`src/rtl/rx_bit_timer.sv`:
```
// Bit-timing stage for the serial receiver: half-bit alignment after start, then one
// shift_strobe per bit centre and a packet_done pulse once the latched bit count is reached.
module rx_bit_timer #(
   parameter int CLK_DIV_BITS = 4,
   parameter int BIT_CNT_BITS = 4
) (
   input  logic                    clk,
   input  logic                    n_rst,
   input  logic                    start,
   input  logic                    abort,
   input  logic [CLK_DIV_BITS-1:0] clks_per_bit,
   input  logic [BIT_CNT_BITS-1:0] num_bits,
   output logic                    shift_strobe,
   output logic                    packet_done,
   output logic                    busy,
   output logic [BIT_CNT_BITS-1:0] bit_index
);

   typedef enum logic [1:0] {IDLE, ALIGN, RUN, DONE} state_t;

   state_t                  state_reg, state_next;
   logic [CLK_DIV_BITS-1:0] div_reg, div_next;
   logic [CLK_DIV_BITS-1:0] period_reg, period_next;
   logic [BIT_CNT_BITS-1:0] nbits_reg, nbits_next;
   logic [BIT_CNT_BITS-1:0] bit_reg, bit_next;
   logic                    strobe_reg, strobe_next;
   logic                    done_reg, done_next;
   logic                    busy_reg, busy_next;

   logic [CLK_DIV_BITS-1:0] half_period;
   logic [CLK_DIV_BITS-1:0] div_inc;
   logic [CLK_DIV_BITS-1:0] period_clamped;
   logic [BIT_CNT_BITS-1:0] nbits_clamped;
   logic [BIT_CNT_BITS-1:0] bit_inc;

   assign half_period    = period_reg >> 1;
   assign div_inc        = div_reg + CLK_DIV_BITS'(1);
   assign bit_inc        = bit_reg + BIT_CNT_BITS'(1);
   assign period_clamped = (clks_per_bit < CLK_DIV_BITS'(2)) ? CLK_DIV_BITS'(2) : clks_per_bit;
   assign nbits_clamped  = (num_bits == '0) ? BIT_CNT_BITS'(1) : num_bits;

   always_ff @(posedge clk or negedge n_rst) begin
      if (!n_rst) begin
         state_reg  <= IDLE;
         div_reg    <= '0;
         period_reg <= '0;
         nbits_reg  <= '0;
         bit_reg    <= '0;
         strobe_reg <= 1'b0;
         done_reg   <= 1'b0;
         busy_reg   <= 1'b0;
      end else begin
         state_reg  <= state_next;
         div_reg    <= div_next;
         period_reg <= period_next;
         nbits_reg  <= nbits_next;
         bit_reg    <= bit_next;
         strobe_reg <= strobe_next;
         done_reg   <= done_next;
         busy_reg   <= busy_next;
      end
   end

   always_comb begin
      state_next  = state_reg;
      div_next    = div_reg;
      period_next = period_reg;
      nbits_next  = nbits_reg;
      bit_next    = bit_reg;
      strobe_next = 1'b0;
      done_next   = 1'b0;
      busy_next   = 1'b0;

      case (state_reg)
         IDLE: begin
            if (start) begin
               state_next  = ALIGN;
               div_next    = '0;
               bit_next    = '0;
               period_next = period_clamped;
               nbits_next  = nbits_clamped;
               busy_next   = 1'b1;
            end
         end
         ALIGN: begin
            busy_next = 1'b1;
            if (div_inc == half_period) begin
               state_next = RUN;
               div_next   = '0;
            end else begin
               div_next = div_inc;
            end
         end
         RUN: begin
            busy_next = 1'b1;
            // Divider runs 1..P' so the strobe lands every P' cycles after alignment
            div_next  = (div_reg == period_reg) ? CLK_DIV_BITS'(1) : div_inc;
            if (div_next == period_reg) begin
               strobe_next = 1'b1;
               bit_next    = bit_inc;
               if (bit_inc == nbits_reg) begin
                  state_next = DONE;
               end
            end
         end
         DONE: begin
            done_next = 1'b1;
            busy_next = 1'b1;
            if (start) begin
               state_next  = ALIGN;
               div_next    = '0;
               bit_next    = '0;
               period_next = period_clamped;
               nbits_next  = nbits_clamped;
            end else begin
               state_next = IDLE;
            end
         end
         default: state_next = IDLE;
      endcase

      // Abort overrides everything decided above, including a due strobe or a restart
      if (abort) begin
         state_next  = IDLE;
         div_next    = '0;
         bit_next    = '0;
         strobe_next = 1'b0;
         done_next   = 1'b0;
         busy_next   = 1'b0;
      end
   end

   assign shift_strobe = strobe_reg;
   assign packet_done  = done_reg;
   assign busy         = busy_reg;
   assign bit_index    = bit_reg;

endmodule
```
`config.mk`:
```
export PLATFORM = sky130hd
export DESIGN_NAME = rx_bit_timer
export DESIGN_NICKNAME = d
export VERILOG_FILES = /design/src/rtl/rx_bit_timer.sv
export SDC_FILE = /design/constraint.sdc
export NUM_CORES = 1
export LEC_CHECK = 0
export CAP_MARGIN = 20
export CORE_MARGIN = 8
export CORE_UTILIZATION = 58
export CTS_CLUSTER_DIAMETER = 100
export DETAILED_ROUTE_END_ITERATION = 6
export PLACE_DENSITY_LB_ADDON = 0.2
export SLEW_MARGIN = 20
export SYNTH_ARGS = -nofsm -noshare
export SYNTH_HDL_FRONTEND = slang
export SYNTH_SLANG_ARGS = --single-unit
```
`constraint.sdc`:
```
create_clock -name clk -period 4.53 [get_ports clk]
set_input_delay 0.906 -clock clk [delete_from_list [all_inputs] [get_ports clk]]
set_output_delay 0.906 -clock clk [all_outputs]
set_load 0.02 [all_outputs]
```
==> results of run 1 <==
==> kinds of logic after synthesis <==
| logic type | after synthesis |
|---|---|
| xor+xnor | 14 |
| mux | 8 |
| buf+inv | 10 |
| flops | 21 |
| fa+ha+maj | 8 |
| simple gates | 49 |
| compound gates | 40 |
==> through the flow <==
stage          instance area [µm²]  util (%)
4_1_cts                       1630     68.29
6_report                      1625     68.08
3_5_place_dp                  1600     67.03
3_3_place_gp                  1600     67.03
2_1_floorplan                 1418         -
5_1_grt                       1625     68.08
==> cell type report <==
cell class / count / area share (%)
flip-flops and latches: 21 / 32.33
clock inverters: 1 / 0.4619
repair buffers: 18 / 10.78
inverters: 4 / 0.9238
well taps: 30 / 2.309
clock buffers: 3 / 1.386
multi-input cells: 119 / 51.81
==> synthesized netlist by cell type, types with 2 or more instances <==
master	n	share of area [%]
dfrtp_1	21	37
a21oi_1	12	4.2
nand2_1	12	3.2
o21ai_0	12	4.2
nor2_1	9	2.4
ha_1	8	7.1
xnor2_1	7	4.3
xor2_1	7	4.3
mux2_2	5	4.0
inv_1	4	1.1
nor2b_1	4	1.8
nor3_1	4	1.4
clkbuf_1	3	0.79
nand2b_1	3	1.3
nand3_1	3	1.1
a22o_1	2	1.2
mux2i_1	2	1.4
nand3b_1	2	1.1
nor3b_1	2	1.1
o31ai_1	2	1.1
==> worst reg2reg max path: cells and delay by family, from the launching register on <==
kind                      cells  cell delay (ps)
DFF                           1              550
and+or+nand+nor               1              570
AOI/OAI and AO/OA             5             1110
xor gates and xnor gates      1              240
==> per-layer routing <==
layer / up-vias / GRT usage (%) / share of wire, %
met2: 22 / 24.60 / 50
met1: 562 / 16.56 / 43
met3: 10 / 3.741 / 3.5
met5: - / 0 / 0
li1: 566 / - / -
met4: 0 / 8.447 / 2.9
==> worst max-delay path by stage <==
stage | start | end | cells past startpoint
3_5_place_dp | start | bit_index[3] | 7
5_1_grt | div_reg[0] | bit_index[3] | 7
3_3_place_gp | start | bit_index[3] | 7
2_1_floorplan | div_reg[2] | state_reg[0] | 8
4_1_cts | div_reg[0] | bit_index[1] | 7
6_report | div_reg[0] | bit_index[3] | 7
==> report_power, final <==
group	internal, µW	total, µW	switching (µW)
Sequential	244	330	85.1
Combinational	218	448	230
Clock	33.7	93.9	60.2
Total	496	871	375
==> results.md, run 1 <==
- Adder-cell share of the synthesized area: 7.061%
- Hold Buf Count CTS: 0
- Final Skew: 15.67 ps
- Cells after Synth: 150
- Synthesized area: 1418 µm²
- Initial Utilization: 59.38%
- H-tree depth: 1
- Largest family of logic cells by synthesized area: simple AND/OR/NAND/NOR gates
- Max-cap check violation count: 0
- Reg2Reg Depth: 7
- Port Buf Inserts: 18
- Tmin final: 2571 ps
- Simple-Gate Fraction of Synth Area: 19.15%
- Xor and xnor area share after synthesis: 8.650%
- Worst Max-Slew Pin Slew: 648.2 ps
- Final WS setup: 1959 ps
- Critical Path AT: 2790 ps
- Reg2Reg Setup Slack: 1960 ps
- CP peak stage delay: 570 ps
- Storage cell area: 525.5 µm²
- Placeable Area: 2387 µm²
- Fin crit share: 56.76%
- Row cnt: 18
- Worst R2R Start: div_reg[0]
- Total global routing overflow: 0
- Antenna violations before repair: 0
- Via count: 1,160
- Die X: 65.44 µm
- Peak supply drop: 0.3940 mV
- Dpl cells: 192
- Post-CTS Setup Bufs: 0
- Die area: 4282 µm²
- Clock latency on the worst-skew pair: 310 ps
- Syn Area/Cell: 9.451 µm²
- Area delta synth->final: 14.65%
- Area of the multi-input gates: 842.1 µm²
- CTS resizes: 0
- Compound-Gate Fraction of Synth Area: 18.09%
- Final setup violation count: 0
- Fillers: 205
- Vias in the first global route: 1,208
- Critical path type: reg -> reg
- GR Util All Layers: 14.69%
- Number of flops mapped to enable cells by yosys: 0
- Synth async-reset ratio: 100.0%
- CP bufs+invs: 0
- Unrepaired setup endpoints after global routing: no
- Worst Setup End Kind: register
- Clock tree from TritonCTS: built
- Distinct cells, synth: 46
- Final net count: 187
- Leak: 0.0006834 µW
- #FFs+latches synth: 21
- CTS Buffer Depth: 2
- Most common cell after layout, fill and taps aside: dfrtp_1
- # clock sinks: 21
- Syn_nets: 170
- Power Density: 536.0 nW/µm²
- Number of antenna diodes: 0
- Ys Warns: 0
- Post-Route WL: 3010 µm
- Commonest cells after routing, fill and taps aside: dfrtp_1 (21), clkdlybuf4s50_1 (17), a21oi_1 (12), o21ai_0 (12), nand2_1 (12)
- Clk slew on worst S/H paths: 130 ps
- Non-filler cells, final: 196
- First-pass GRT wire length: 5030 µm
- Fmax: 0.3889 GHz
- Design Power: 871.2 µW
- Layout cells sized above 1: 10.84%
- Vias per cell: 5.918
- Reg-to-Reg End: bit_index[3]
- Gpl congestion: 0.8217
- Hold Crit Class: in -> async
- Wirelength per Cell: 15.36 µm
- Run status: completed
- Antenna Nets Post-Route: 0
- Slew Limit Fails: 0
- Place WS: 1700 ps
- Slew headroom: 56.39%
- Num CTS Buffers: 3
- CP cell instances: xor2_1 -> nor4_1 -> o21bai_1 -> a31o_2 -> a21oi_1 -> o21ai_0 -> a22o_1
- DPL Wire Length: 2325 µm
- Final hold slack: 520.4 ps
- Hold Vio Cnt, Final: 0
- Critical Path Start Type: register
- Number of remaining DRC errors: 0
- Fin Setup TNS: 0 ps
- CP max stage cell: nor4_1
- CP delay by family, top: compound AO/OA/AOI/OAI gates
- Die Span Y: 65.44 µm
- Largest net degree at the start of global routing: 22
- Drt initial violations: 44
- Most used DFF post-synth: dfrtp_1
- Mux share of post-synthesis cell area: 6.443%
- Worst path required time: 4750 ps
- Ports: 19
- CTS root buf: clkbuf_4
- Worst-path fanout max: 12
- Post-synthesis sequential area ratio: 37.07%
- Total iterations of the first detailed-routing run: 4
No activity file was read; power rests on OpenSTA's default activity.
==> inputs of run 2 (changes only) <==
CORE_UTILIZATION = 54   (was 58)
clock period = 2.55 ns   (was 4.53 ns; I/O delays follow)
==> run 2 against run 1 <==
  * Register-to-register slack worse by 1900 ps
  * Sequential power is 72% higher
  * Cell area grew 3.6%
  * Critical path depth unchanged
  * Critical endpoint is now state_reg[0]
  * Critical path type unchanged
  * Final cell count rose by 3.6%
  * Worst hold slack better by 0.57 ps
  * Clock-buffer cell count unchanged
  * Flip-flop and latch count unchanged
  * Maximum frequency is 5.1% higher
  * Combinational power up 91%
==> results.md, run 2 (synthesis results as in run 1) <==
- Max-cap check violation count: 0 (unchanged)
- Number of antenna diodes: 0 (unchanged)
- Antenna Nets Post-Route: 0 (unchanged)
- Worst Setup End Kind: register
- Critical Path AT: 2660 ps (-130 ps)
- Vias in the first global route: 1,276 (+5.6%)
- Hold Crit Class: in -> async
- Placeable Area: 2477 µm² (+3.8%)
- Largest net degree at the start of global routing: 22 (unchanged)
- Final Skew: 1.169 ps (-14.51 ps)
- Storage cell area: 525.5 µm² (unchanged)
- Die area: 4521 µm² (+5.6%)
- CP max stage cell: or4_4
- Num CTS Buffers: 3 (unchanged)
- Antenna violations before repair: 0 (unchanged)
- Ports: 19 (unchanged)
- Run status: completed
- Fin crit share: 95.94% (+39 points)
- Worst Max-Slew Pin Slew: 394.2 ps (-254.0 ps)
- Final net count: 194 (+3.7%)
- Most common cell after layout, fill and taps aside: dfrtp_1
- Total iterations of the first detailed-routing run: 4 (unchanged)
- Slew headroom: 73.56% (+17 points)
- CTS root buf: clkbuf_4
- CP cell instances: xor2_1 -> or4_4 -> a21o_1 -> a211oi_2 -> a41o_1 -> o21ai_2 -> mux2_4
- Critical Path Start Type: register
- Reg2Reg Depth: 7 (unchanged)
- Post-Route WL: 3176 µm (+5.5%)
- Die X: 67.24 µm (+2.7%)
- Fillers: 194 (-5.4%)
- Fmax: 0.4088 GHz (+5.1%)
- Unrepaired setup endpoints after global routing: no
- Die Span Y: 67.24 µm (+2.7%)
- Layout cells sized above 1: 14.45% (+3.6 points)
- Fin Setup TNS: 0 ps (unchanged)
- Worst path required time: 2760 ps (-1990 ps)
- Clock tree from TritonCTS: built
- Hold Vio Cnt, Final: 0 (unchanged)
- Number of remaining DRC errors: 0 (unchanged)
- Peak supply drop: 0.6319 mV (+60%)
- Gpl congestion: 0.8337 (+1.5%)
- Fin util: 67.98% (-0.10 points)
- Worst-path fanout max: 7 (-5)
- Wirelength per Cell: 15.65 µm (+1.9%)
- Via count: 1,197 (+3.2%)
- Row cnt: 18 (unchanged)
- Port Buf Inserts: 18 (unchanged)
- DPL Wire Length: 2489 µm (+7.1%)
- Drt initial violations: 35 (-20%)
- Leak: 0.0007224 µW (+5.7%)
- H-tree depth: 1 (unchanged)
- Post-CTS Setup Bufs: 0 (unchanged)
- Final setup violation count: 0 (unchanged)
- First-pass GRT wire length: 5361 µm (+6.6%)
- # clock sinks: 21 (unchanged)
- Vias per cell: 5.897 (-0.37%)
- Area of the multi-input gates: 845.8 µm² (+0.45%)
- Clk slew on worst S/H paths: 130 ps (about the same)
- Power Density: 944.6 nW/µm² (+76%)
- Area delta synth->final: 18.80%
- Clock latency on the worst-skew pair: 310 ps (about the same)
- GR Util All Layers: 14.80% (+0.12 points)
- Initial Utilization: 57.22% (-2.2 points)
- CP peak stage delay: 570 ps (about the same)
- Tmin final: 2446 ps (-124.9 ps)
- Total global routing overflow: 0 (unchanged)
- Final hold slack: 521.0 ps (+0.5710 ps)
- CTS Buffer Depth: 2 (unchanged)
- Critical path type: reg -> reg
- Slew Limit Fails: 0 (unchanged)
- Commonest cells after routing, fill and taps aside: dfrtp_1 (21), clkdlybuf4s50_1 (18), o21ai_0 (12), nand2_1 (12), a21oi_1 (11)
## run 2: metrics by stage
step / instances / worst slack (ps) / power (µW) / instance area [µm²]
floorplan: 150 / 265.4 / 1183 / 1418
global placement: 199 / 253.5 / 1382 / 1653
detailed placement: 199 / 167.2 / 1414 / 1653
CTS: 203 / 145.3 / 1584 / 1680
global route: 203 / 18.55 / 1714 / 1684
finish: 203 / 103.6 / 1591 / 1684
## run 2: critical path, delay by kind of cell (launching register included)
kind | cells | cell delay, ps
multiplexers | 1 | 300
AND/OR/NAND/NOR | 1 | 570
AO/OA/AOI/OAI | 4 | 800
flip-flops | 1 | 480
XOR/XNOR | 1 | 210
## run 2: final timing paths
path / from / endpoint / slack [ps]
worst max-delay path: period_reg[3] / state_reg[0] / 100
worst min register to register: nbits_reg[2] / nbits_reg[2] / 550
min in group clk: nbits_reg[2] / nbits_reg[2] / 550
worst min-delay path: n_rst / packet_done / 520
max in group asynchronous: n_rst / period_reg[2] / 1810
worst max register to register: period_reg[3] / state_reg[0] / 100
## run 2: layer usage
metal / global-route usage [%] / up-vias / part of all wire (%)
met4: 9.399 / 0 / 2.3
met2: 23.89 / 24 / 50
met1: 17.16 / 580 / 45
met3: 3.808 / 11 / 3.4
met5: 0 / - / 0
li1: - / 582 / -
## run 2: what timing repair did
item	4_1_cts	5_1_grt
hold buffers	0	0
resized for setup	0	1
setup endpoints to repair	0	1
## run 2: final cells by class
| type | instances | area share [%] |
|---|---|---|
| inverter | 4 | 0.8915 |
| tap | 30 | 2.229 |
| clock buffer | 3 | 1.337 |
| timing repair buffer | 25 | 13.82 |
| multi-input combinational | 119 | 50.22 |
| sequential | 21 | 31.20 |
| clock inverter | 1 | 0.2972 |
## run 2: power breakdown
group / switching, µW / leakage, µW / internal [µW]
registers: 131 / 0.000272 / 434
clock network: 113 / 0.0000177 / 58.7
logic: 436 / 0.000433 / 418
total: 680 / 0.000722 / 911
==> inputs of run 3 (changes only) <==
ABC_CLOCK_PERIOD_IN_PS = 2550   (was not set)
CELL_PAD_IN_SITES_DETAIL_PLACEMENT = 1   (was not set)
CELL_PAD_IN_SITES_GLOBAL_PLACEMENT = 1   (was not set)
CORE_UTILIZATION = 42   (was 54)
==> run 3 against run 2 <==
  * Clock power shrank 4%
  * Critical endpoint is now bit_index[2]
  * Setup slack gained 46 ps
  * Cell area grew 1.7%
  * Largest cell class unchanged
  * Combinational power grew 4.7%
  * Sequential power shrank 0.9%
==> results.md, run 3 (synthesis results as in run 1) <==
- Run status: completed
- Die X: 74.10 µm (+10%)
- Worst Setup End Kind: register
- Layout cells sized above 1: 15.52% (+1.1 points)
- Post-Route WL: 3603 µm (+13%)
- Fin Setup TNS: 0 ps (unchanged)
- Max-cap check violation count: 0 (unchanged)
- Leak: 0.0007262 µW (+0.53%)
- Initial Utilization: 43.16% (-14 points)
- Critical Path Start Type: register
- Reg2Reg Setup Slack: 150 ps (+50 ps)
- CP peak stage delay: 550 ps (-20 ps)
- Post-CTS Setup Bufs: 0 (unchanged)
- Die Span Y: 74.10 µm (+10%)
- Number of antenna diodes: 0 (unchanged)
- GR Layer Usage met3: 2.426% (-1.4 points)
- Peak supply drop: 0.4361 mV (-31%)
- Final Skew: 1.740 ps (+0.5709 ps)
- Slew headroom: 69.97% (-3.6 points)
- Largest net degree at the start of global routing: 22 (unchanged)
- Worst path required time: 2730 ps (-30 ps)
- CP max stage cell: or4_4
- CTS root buf: clkbuf_4
- Critical path type: reg -> reg
- Number of remaining DRC errors: 0 (unchanged)
- Total iterations of the first detailed-routing run: 4 (unchanged)
- Gpl congestion: 0.8432 (+1.1%)
- Clock latency on the worst-skew pair: 300 ps (about the same)
- Drt initial violations: 46 (+31%)
- Worst Max-Slew Pin Slew: 447.7 ps (+53.46 ps)
- Vias per cell: 5.345 (-9.3%)
- Hold Vio Cnt, Final: 0 (unchanged)
- Placeable Area: 3284 µm² (+33%)
- Unrepaired setup endpoints after global routing: no
- Wirelength per Cell: 16.38 µm (+4.7%)
- Fin util: 52.15% (-16 points)
- Antenna violations before repair: 0 (unchanged)
- Hold Buf Count CTS: 0 (unchanged)
- Clk slew on worst S/H paths: 120 ps (about the same)
- Die area: 5490 µm² (+21%)
- Area delta synth->final: 20.83%
- Port Buf Inserts: 18 (unchanged)
- GR Util met1: 17.54% (+0.39 points)
- Clock tree from TritonCTS: built
- Slew Limit Fails: 0 (unchanged)
- Tmin final: 2401 ps (-45.85 ps)
- Busiest grt layer: met2
- Via count: 1,176 (-1.8%)
- Worst-path fanout max: 7 (unchanged)
- GR Util All Layers: 14.20% (-0.60 points)
- DPL Wire Length: 2893 µm (+16%)
- CTS resizes: 0 (unchanged)
- CP cell instances: xor2_1 -> or4_4 -> a21o_1 -> a211oi_2 -> a21oi_2 -> o31ai_1 -> o21ai_0
- Total global routing overflow: 0 (unchanged)
- # clock sinks: 21 (unchanged)
- Ports: 19 (unchanged)
- Hold Crit Class: in -> async
- Critical Path AT: 2580 ps (-80 ps)
- Final setup violation count: 0 (unchanged)
- Dpl cells: 216 (+8.5%)
- Non-filler cells, final: 220 (+8.4%)
- H-tree depth: 1 (unchanged)
- First-pass GRT wire length: 6141 µm (+15%)
- CTS Buffer Depth: 2 (unchanged)
- Fmax: 0.4166 GHz (+1.9%)
- Power Density: 946.1 nW/µm² (+0.16%)
- Num CTS Buffers: 3 (unchanged)
- Most common cell after layout, fill and taps aside: dfrtp_1
- Row cnt: 21 (+3)
- Final net count: 195 (+0.52%)
- Vias in the first global route: 1,300 (+1.9%)
- Met2 GRT Util: 24.41% (+0.52 points)
- Antenna Nets Post-Route: 0 (unchanged)
- Fin crit share: 94.14% (-1.8 points)
- Commonest cells after routing, fill and taps aside: dfrtp_1 (20), clkdlybuf4s50_1 (18), o21ai_0 (12), nand2_1 (12), a21oi_1 (11)
run 3: cell count changes in the layout (fill, tap and decap cells not counted):
cell,previous run,this run
dfrtp_2,0,1
dfrtp_1,21,20
buf_4,7,8
run 3: worst paths after layout:
check                                   start            end  depth (start not counted)
max in group asynchronous               n_rst  period_reg[3]                          2
worst min register to register   nbits_reg[2]   nbits_reg[2]                          1
worst min-delay path                    n_rst           busy                          2
worst max-delay path            period_reg[3]   bit_index[2]                          7
worst max register to register  period_reg[3]   bit_index[2]                          7
min in group clk                 nbits_reg[2]   nbits_reg[2]                          1
run 3: cell type report:
class	instances	area, µm²
tap	46	57.56
clock buffer	3	22.52
clock inverter	1	5.005
sequential	21	526.8
fill	375	1572
multi-input combinational	119	845.8
timing repair buffer	26	240.2
inverter	4	15.01
run 3: power by group:
part           total (µW)  internal, µW  switching [µW]
combinational         894           428             467
clock                 165          58.5             107
sequential            561           437             124
run 3: critical path: cells and delay by family (launching register included):
kind / cells / cell delay, ps
AO/OA/AOI/OAI: 5 / 1060
AND/OR/NAND/NOR: 1 / 550
flip-flops: 1 / 480
XOR/XNOR: 1 / 190
run 3: stage by stage:
| step | instance area [µm²] | total power, µW | setup WS [ps] | hold WS (ps) |
|---|---|---|---|---|
| 2_1_floorplan | 1418 | 1183 | 265.4 | 214.4 |
| 3_3_place_gp | 1680 | 1417 | 242.6 | 502.6 |
| 3_5_place_dp | 1680 | 1463 | 78.41 | 531.2 |
| 4_1_cts | 1708 | 1634 | 46.92 | 549.9 |
| 5_1_grt | 1713 | 1757 | 22.40 | 567.9 |
| 6_report | 1713 | 1621 | 149.4 | 546.5 |
run 3: routing by layer:
| layer | up-vias | wire length, µm |
|---|---|---|
| met5 | - | 0 |
| met4 | 0 | 51 |
| met3 | 6 | 79 |
| met2 | 10 | 1831 |
| met1 | 580 | 1641 |
| li1 | 580 | - |
==> edit 1 (settings of run 3) <==
Reset style: synchronous (`n_rst`), changed in one clocked block.
--- a/src/rtl/rx_bit_timer.sv
+++ b/src/rtl/rx_bit_timer.sv
@@ -41,3 +41,3 @@
 
-   always_ff @(posedge clk or negedge n_rst) begin
+   always_ff @(posedge clk) begin
       if (!n_rst) begin
Function: differs if n_rst is asserted again (counterexample within 4 cycles, from zero or initial values and one cycle with n_rst low); with n_rst held inactive, the same outputs for 10 cycles.
==> edit 1 against run 3 <==
Sequential cell count unchanged. Setup slack worse by 0.0036 ns. Wire length increased by 16%. Area after synthesis up 6.4%. Via count up 19%. Cell area grew 0.44%. Hold slack got worse by 0.052 ns. Fmax decreased by 0.15%. Critical endpoint is now state_reg[0].
Power is not compared: it rests on default switching activity, and its combinational part moved more than twofold at a synthesized area within 25%.
==> edit 1: results (changes against run 3) <==
Outcome - completed (unchanged)
Worst path max stage delay - 0.40 ns (was 0.55 ns)
Number of design-rule violations left by the first detailed-router iteration - 104 (was 46)
Cell area reported after detailed placement - 1690 sq um (was 1680 sq um)
Wire length of the first global-routing pass - 6760 um (was 6140 um)
Top cells by instance count after synthesis - dfxtp_1 (21), nand2_1 (17), a21oi_1 (9), nor2_1 (9), o21ai_0 (9) (was dfrtp_1 (21), a21oi_1 (12), nand2_1 (12), o21ai_0 (12), nor2_1 (9))
Post-synth top flop - dfxtp_1 (was dfrtp_1)
Leading cell types by total area after synthesis - dfxtp_1 (28%), ha_1 (6.6%), xnor2_1 (4.6%), nand2_1 (4.2%), a21boi_0 (3.5%) (was dfrtp_1 (37%), ha_1 (7.1%), xnor2_1 (4.3%), xor2_1 (4.3%), a21oi_1 (4.2%))
Post-CTS Repair Setup Buffers - 0 (unchanged)
HP Class - reg2reg (was in2async)
Vias in the first global route - 1480 (was 1300)
Total leakage power - 0.607 nW
Global-route usage over all layers - 0.140 (was 0.142)
Synthesis warning total - 0 (unchanged)
Number of synthesized flops with an enable pin - 0 (unchanged)
Final Net Count - 214 (was 195)
Vias after detailed routing - 1397 (was 1176)
Unique masters post-synth - 49 (was 46)
Antenna diodes - 0 (unchanged)
Num CTS Buffers - 3 (unchanged)
Post-Route Skew - 0.00719 ns (was 0.00174 ns)
Data arrival time at the worst-slack endpoint - 2.67 ns (was 2.58 ns)
CTS clock-pin slew for the worst setup and hold paths - 0.14 ns (was 0.12 ns)
Proportion of synthesized flip-flops having asynchronous set or reset - 0 (was 1.00)
Pin count of the biggest net entering global routing - 13 (was 22)
Max stage delay cell, worst path - dfxtp_1 (was or4_4)
Initial antenna violation count - 0 (unchanged)
Detailed-placement wirelength estimate - 3190 um (was 2890 um)
Total of buffers placed on input and output ports - 18 (unchanged)
Mean routed wirelength per cell - 17.5 um (was 16.4 um)
Final RePlAce weighted congestion - 0.825 (was 0.843)
Area of combinational cells with multiple inputs - 1000 sq um (was 846 sq um)
Sequential-to-total area share from yosys stat - 0.279 (was 0.371)
CTS Hold Bufs - 0 (unchanged)
Syn nets - 198 (was 170)
Root Buffer Master - clkbuf_4 (unchanged)
Clk Latency, worst-skew pair - 0.34 ns (was 0.30 ns)
Fill cell instance count of the final layout - 421 (was 375)
Placement Setup Slack - 0.204 ns (was 0.0784 ns)
Largest driver fanout on the critical path - 7 (unchanged)
Number of iterations in the first detailed-routing pass - 4 (unchanged)
Ratio of cells with drive above 1 in the final layout - 0.0829 (was 0.155)
Peak VDD IR - 0.200 mV
Post-cts repair resize count - 0 (unchanged)
Transition at the pin with the smallest max-transition slack - 0.439 ns (was 0.448 ns)
==> edit 1: changes by cell type in the layout (fill, tap and decap cells not counted), moves of 5 or more <==
cell | run 3 | this run
a21boi_0 | 1 | 7
and2_1 | 0 | 6
buf_4 | 8 | 3
dfrtp_1 | 20 | 0
dfxtp_1 | 0 | 21
nand2_1 | 12 | 17
==> edit 1: cells by family after synthesis <==
group | after synthesis | synth area share
xor gates and xnor gates | 15 | 0.0921
muxes | 4 | 0.0274
AOI/OAI and AO/OA | 48 | 0.230
DFF | 21 | 0.279
adders and majority gates | 8 | 0.0664
buffers and inverters | 13 | 0.0573
and+or+nand+nor | 69 | 0.248
==> edit 1: stage by stage <==
step	power, mW	cells
after floorplan	0.478	178
after global placement	0.525	235
after detailed placement	0.535	235
after CTS	0.720	239
after global routing	0.751	239
final	0.715	239
==> edit 1: worst max-delay path: cells and delay by family, from the launching register on <==
kind,cells,cell delay (ns)
AO/OA/AOI/OAI,4,0.99
AND/OR/NAND/NOR,2,0.54
flip-flops,1,0.40
adder cells (fa/ha/maj),1,0.40
==> edit 1: cell type report <==
| type | count | area share |
|---|---|---|
| Timing Repair Buffer | 21 | 0.118 |
| Inverter | 3 | 0.00655 |
| Sequential cell | 21 | 0.244 |
| Tap cell | 46 | 0.0335 |
| Clock buffer | 3 | 0.0131 |
| Multi-Input combinational cell | 144 | 0.582 |
| Clock inverter | 1 | 0.00291 |
==> edit 1: power by group <==
| group | leakage (nW) | total (mW) | switching (mW) | internal (mW) |
|---|---|---|---|---|
| Combinational | 0.418 | 0.172 | 0.0975 | 0.0748 |
| Sequential | 0.171 | 0.357 | 0.0161 | 0.341 |
| Clock | 0.0177 | 0.185 | 0.126 | 0.0591 |
==> edit 1: final timing paths <==
path	start	end	slack, ns	cells after the start
max	div_reg[1]	state_reg[0]	0.15	7
min	nbits_reg[3]	nbits_reg[3]	0.49	2
max reg2reg	div_reg[1]	state_reg[0]	0.15	7
min reg2reg	nbits_reg[3]	nbits_reg[3]	0.49	2
==> edit 1: per-layer routing <==
layer  GRT usage  wire (um)  vias up
met5           0          0        -
met1       0.155       1820      687
met3      0.0295        168        5
li1            -          -      675
met4      0.0627         57        0
met2       0.248       2130       30
==> edit 2 (config.mk and constraints of run 3) <==
Without the edit above. `CLK_DIV_BITS`: 4 -> 3.
--- a/src/rtl/rx_bit_timer.sv
+++ b/src/rtl/rx_bit_timer.sv
@@ -3,3 +3,3 @@
 module rx_bit_timer #(
-   parameter int CLK_DIV_BITS = 4,
+   parameter int CLK_DIV_BITS = 3,
    parameter int BIT_CNT_BITS = 4
Ports: changed (resized clks_per_bit); port bits go from 19 to 18. The function was not compared with the original's and may differ.
==> edit 2 against run 3 <==
Non-clock buffer count decreased by 7. Fmax increased by 17%. Setup slack improved by 0.35 ns. Critical path depth decreased by 1. Total power decreased by 25%. Sequential cell count decreased by 2. Wire length decreased by 20%. Area after synthesis decreased by 12%. Critical path type unchanged. Via count decreased by 15%. Cell area decreased by 14%. First-iteration DRC count decreased by 2.2%. Highest routed layer unchanged.
==> edit 2: results (changes against run 3) <==
Outcome - completed (unchanged)
Leading cell types by total area after synthesis - dfrtp_1 (38%), ha_1 (8.0%), xnor2_1 (5.6%), mux2_2 (3.6%), nor2b_1 (3.0%) (was dfrtp_1 (37%), ha_1 (7.1%), xnor2_1 (4.3%), xor2_1 (4.3%), a21oi_1 (4.2%))
Fraction of standard cell area in multi-input logic - 0.490 (was 0.494)
Total of buffers placed on input and output ports - 17 (was 18)
DR vias/cell - 5.63 (was 5.35)
Synth Area in Compound Gates - 0.157 (was 0.181)
Placement Setup Slack - 0.446 ns (was 0.0784 ns)
Global-route usage over all layers - 0.130 (was 0.142)
Reg2Reg Depth - 6 (was 7)
Detailed-placement wirelength estimate - 2270 um (was 2890 um)
Post-Route Skew - 0.00827 ns (was 0.00174 ns)
Worst r2r src - div_reg[0] (was period_reg[3])
Number of design-rule violations left by the first detailed-router iteration - 45 (was 46)
Number of buffers other than clock buffers in the final layout - 19 (was 26)
Final RePlAce weighted congestion - 0.793 (was 0.843)
Non-clock inverter instance count of the final layout - 7 (was 4)
Pin count of the biggest net entering global routing - 20 (was 22)
Sequential-to-total area share from yosys stat - 0.381 (was 0.371)
Net switching power - 0.506 mW (was 0.698 mW)
Final worst path period share - 0.806 (was 0.941)
Wire length of the first global-routing pass - 5380 um (was 6140 um)
Ratio of cells with drive above 1 in the final layout - 0.123 (was 0.155)
HP Class - reg2reg (was in2async)
Combinational group power - 0.587 mW (was 0.894 mW)
Fill cell instance count of the final layout - 308 (was 375)
Multi-Input Combinational - 97 (was 119)
-- edit 2: cell types whose count changed after synthesis, sizes merged, moves of 3 or more --
cell | run 3 | this run
o21ai | 13 | 5
nand2 | 12 | 6
a21oi | 12 | 7
a32o | 0 | 3
inv | 4 | 7
nand2b | 4 | 1
nand4 | 1 | 4
xnor2 | 7 | 10
xor2 | 7 | 4
-- edit 2: stage by stage --
step                      instance area (sq um)  std cells  total power, mW  hold slack, ns   util
after global placement                     1450        173             1.04           0.486  0.521
final                                      1480        177             1.22           0.515  0.531
after global routing                       1480        177             1.34           0.531  0.531
after detailed placement                   1450        173             1.07           0.493  0.521
after CTS                                  1480        177             1.23           0.521  0.531
after floorplan                            1250        127            0.926           0.214      -
-- edit 2: layer usage --
| metal | vias up | share of wire |
|---|---|---|
| met1 | 479 | 0.48 |
| met3 | 7 | 0.036 |
| met2 | 21 | 0.47 |
| li1 | 490 | - |
| met4 | 0 | 0.016 |
| met5 | - | 0 |
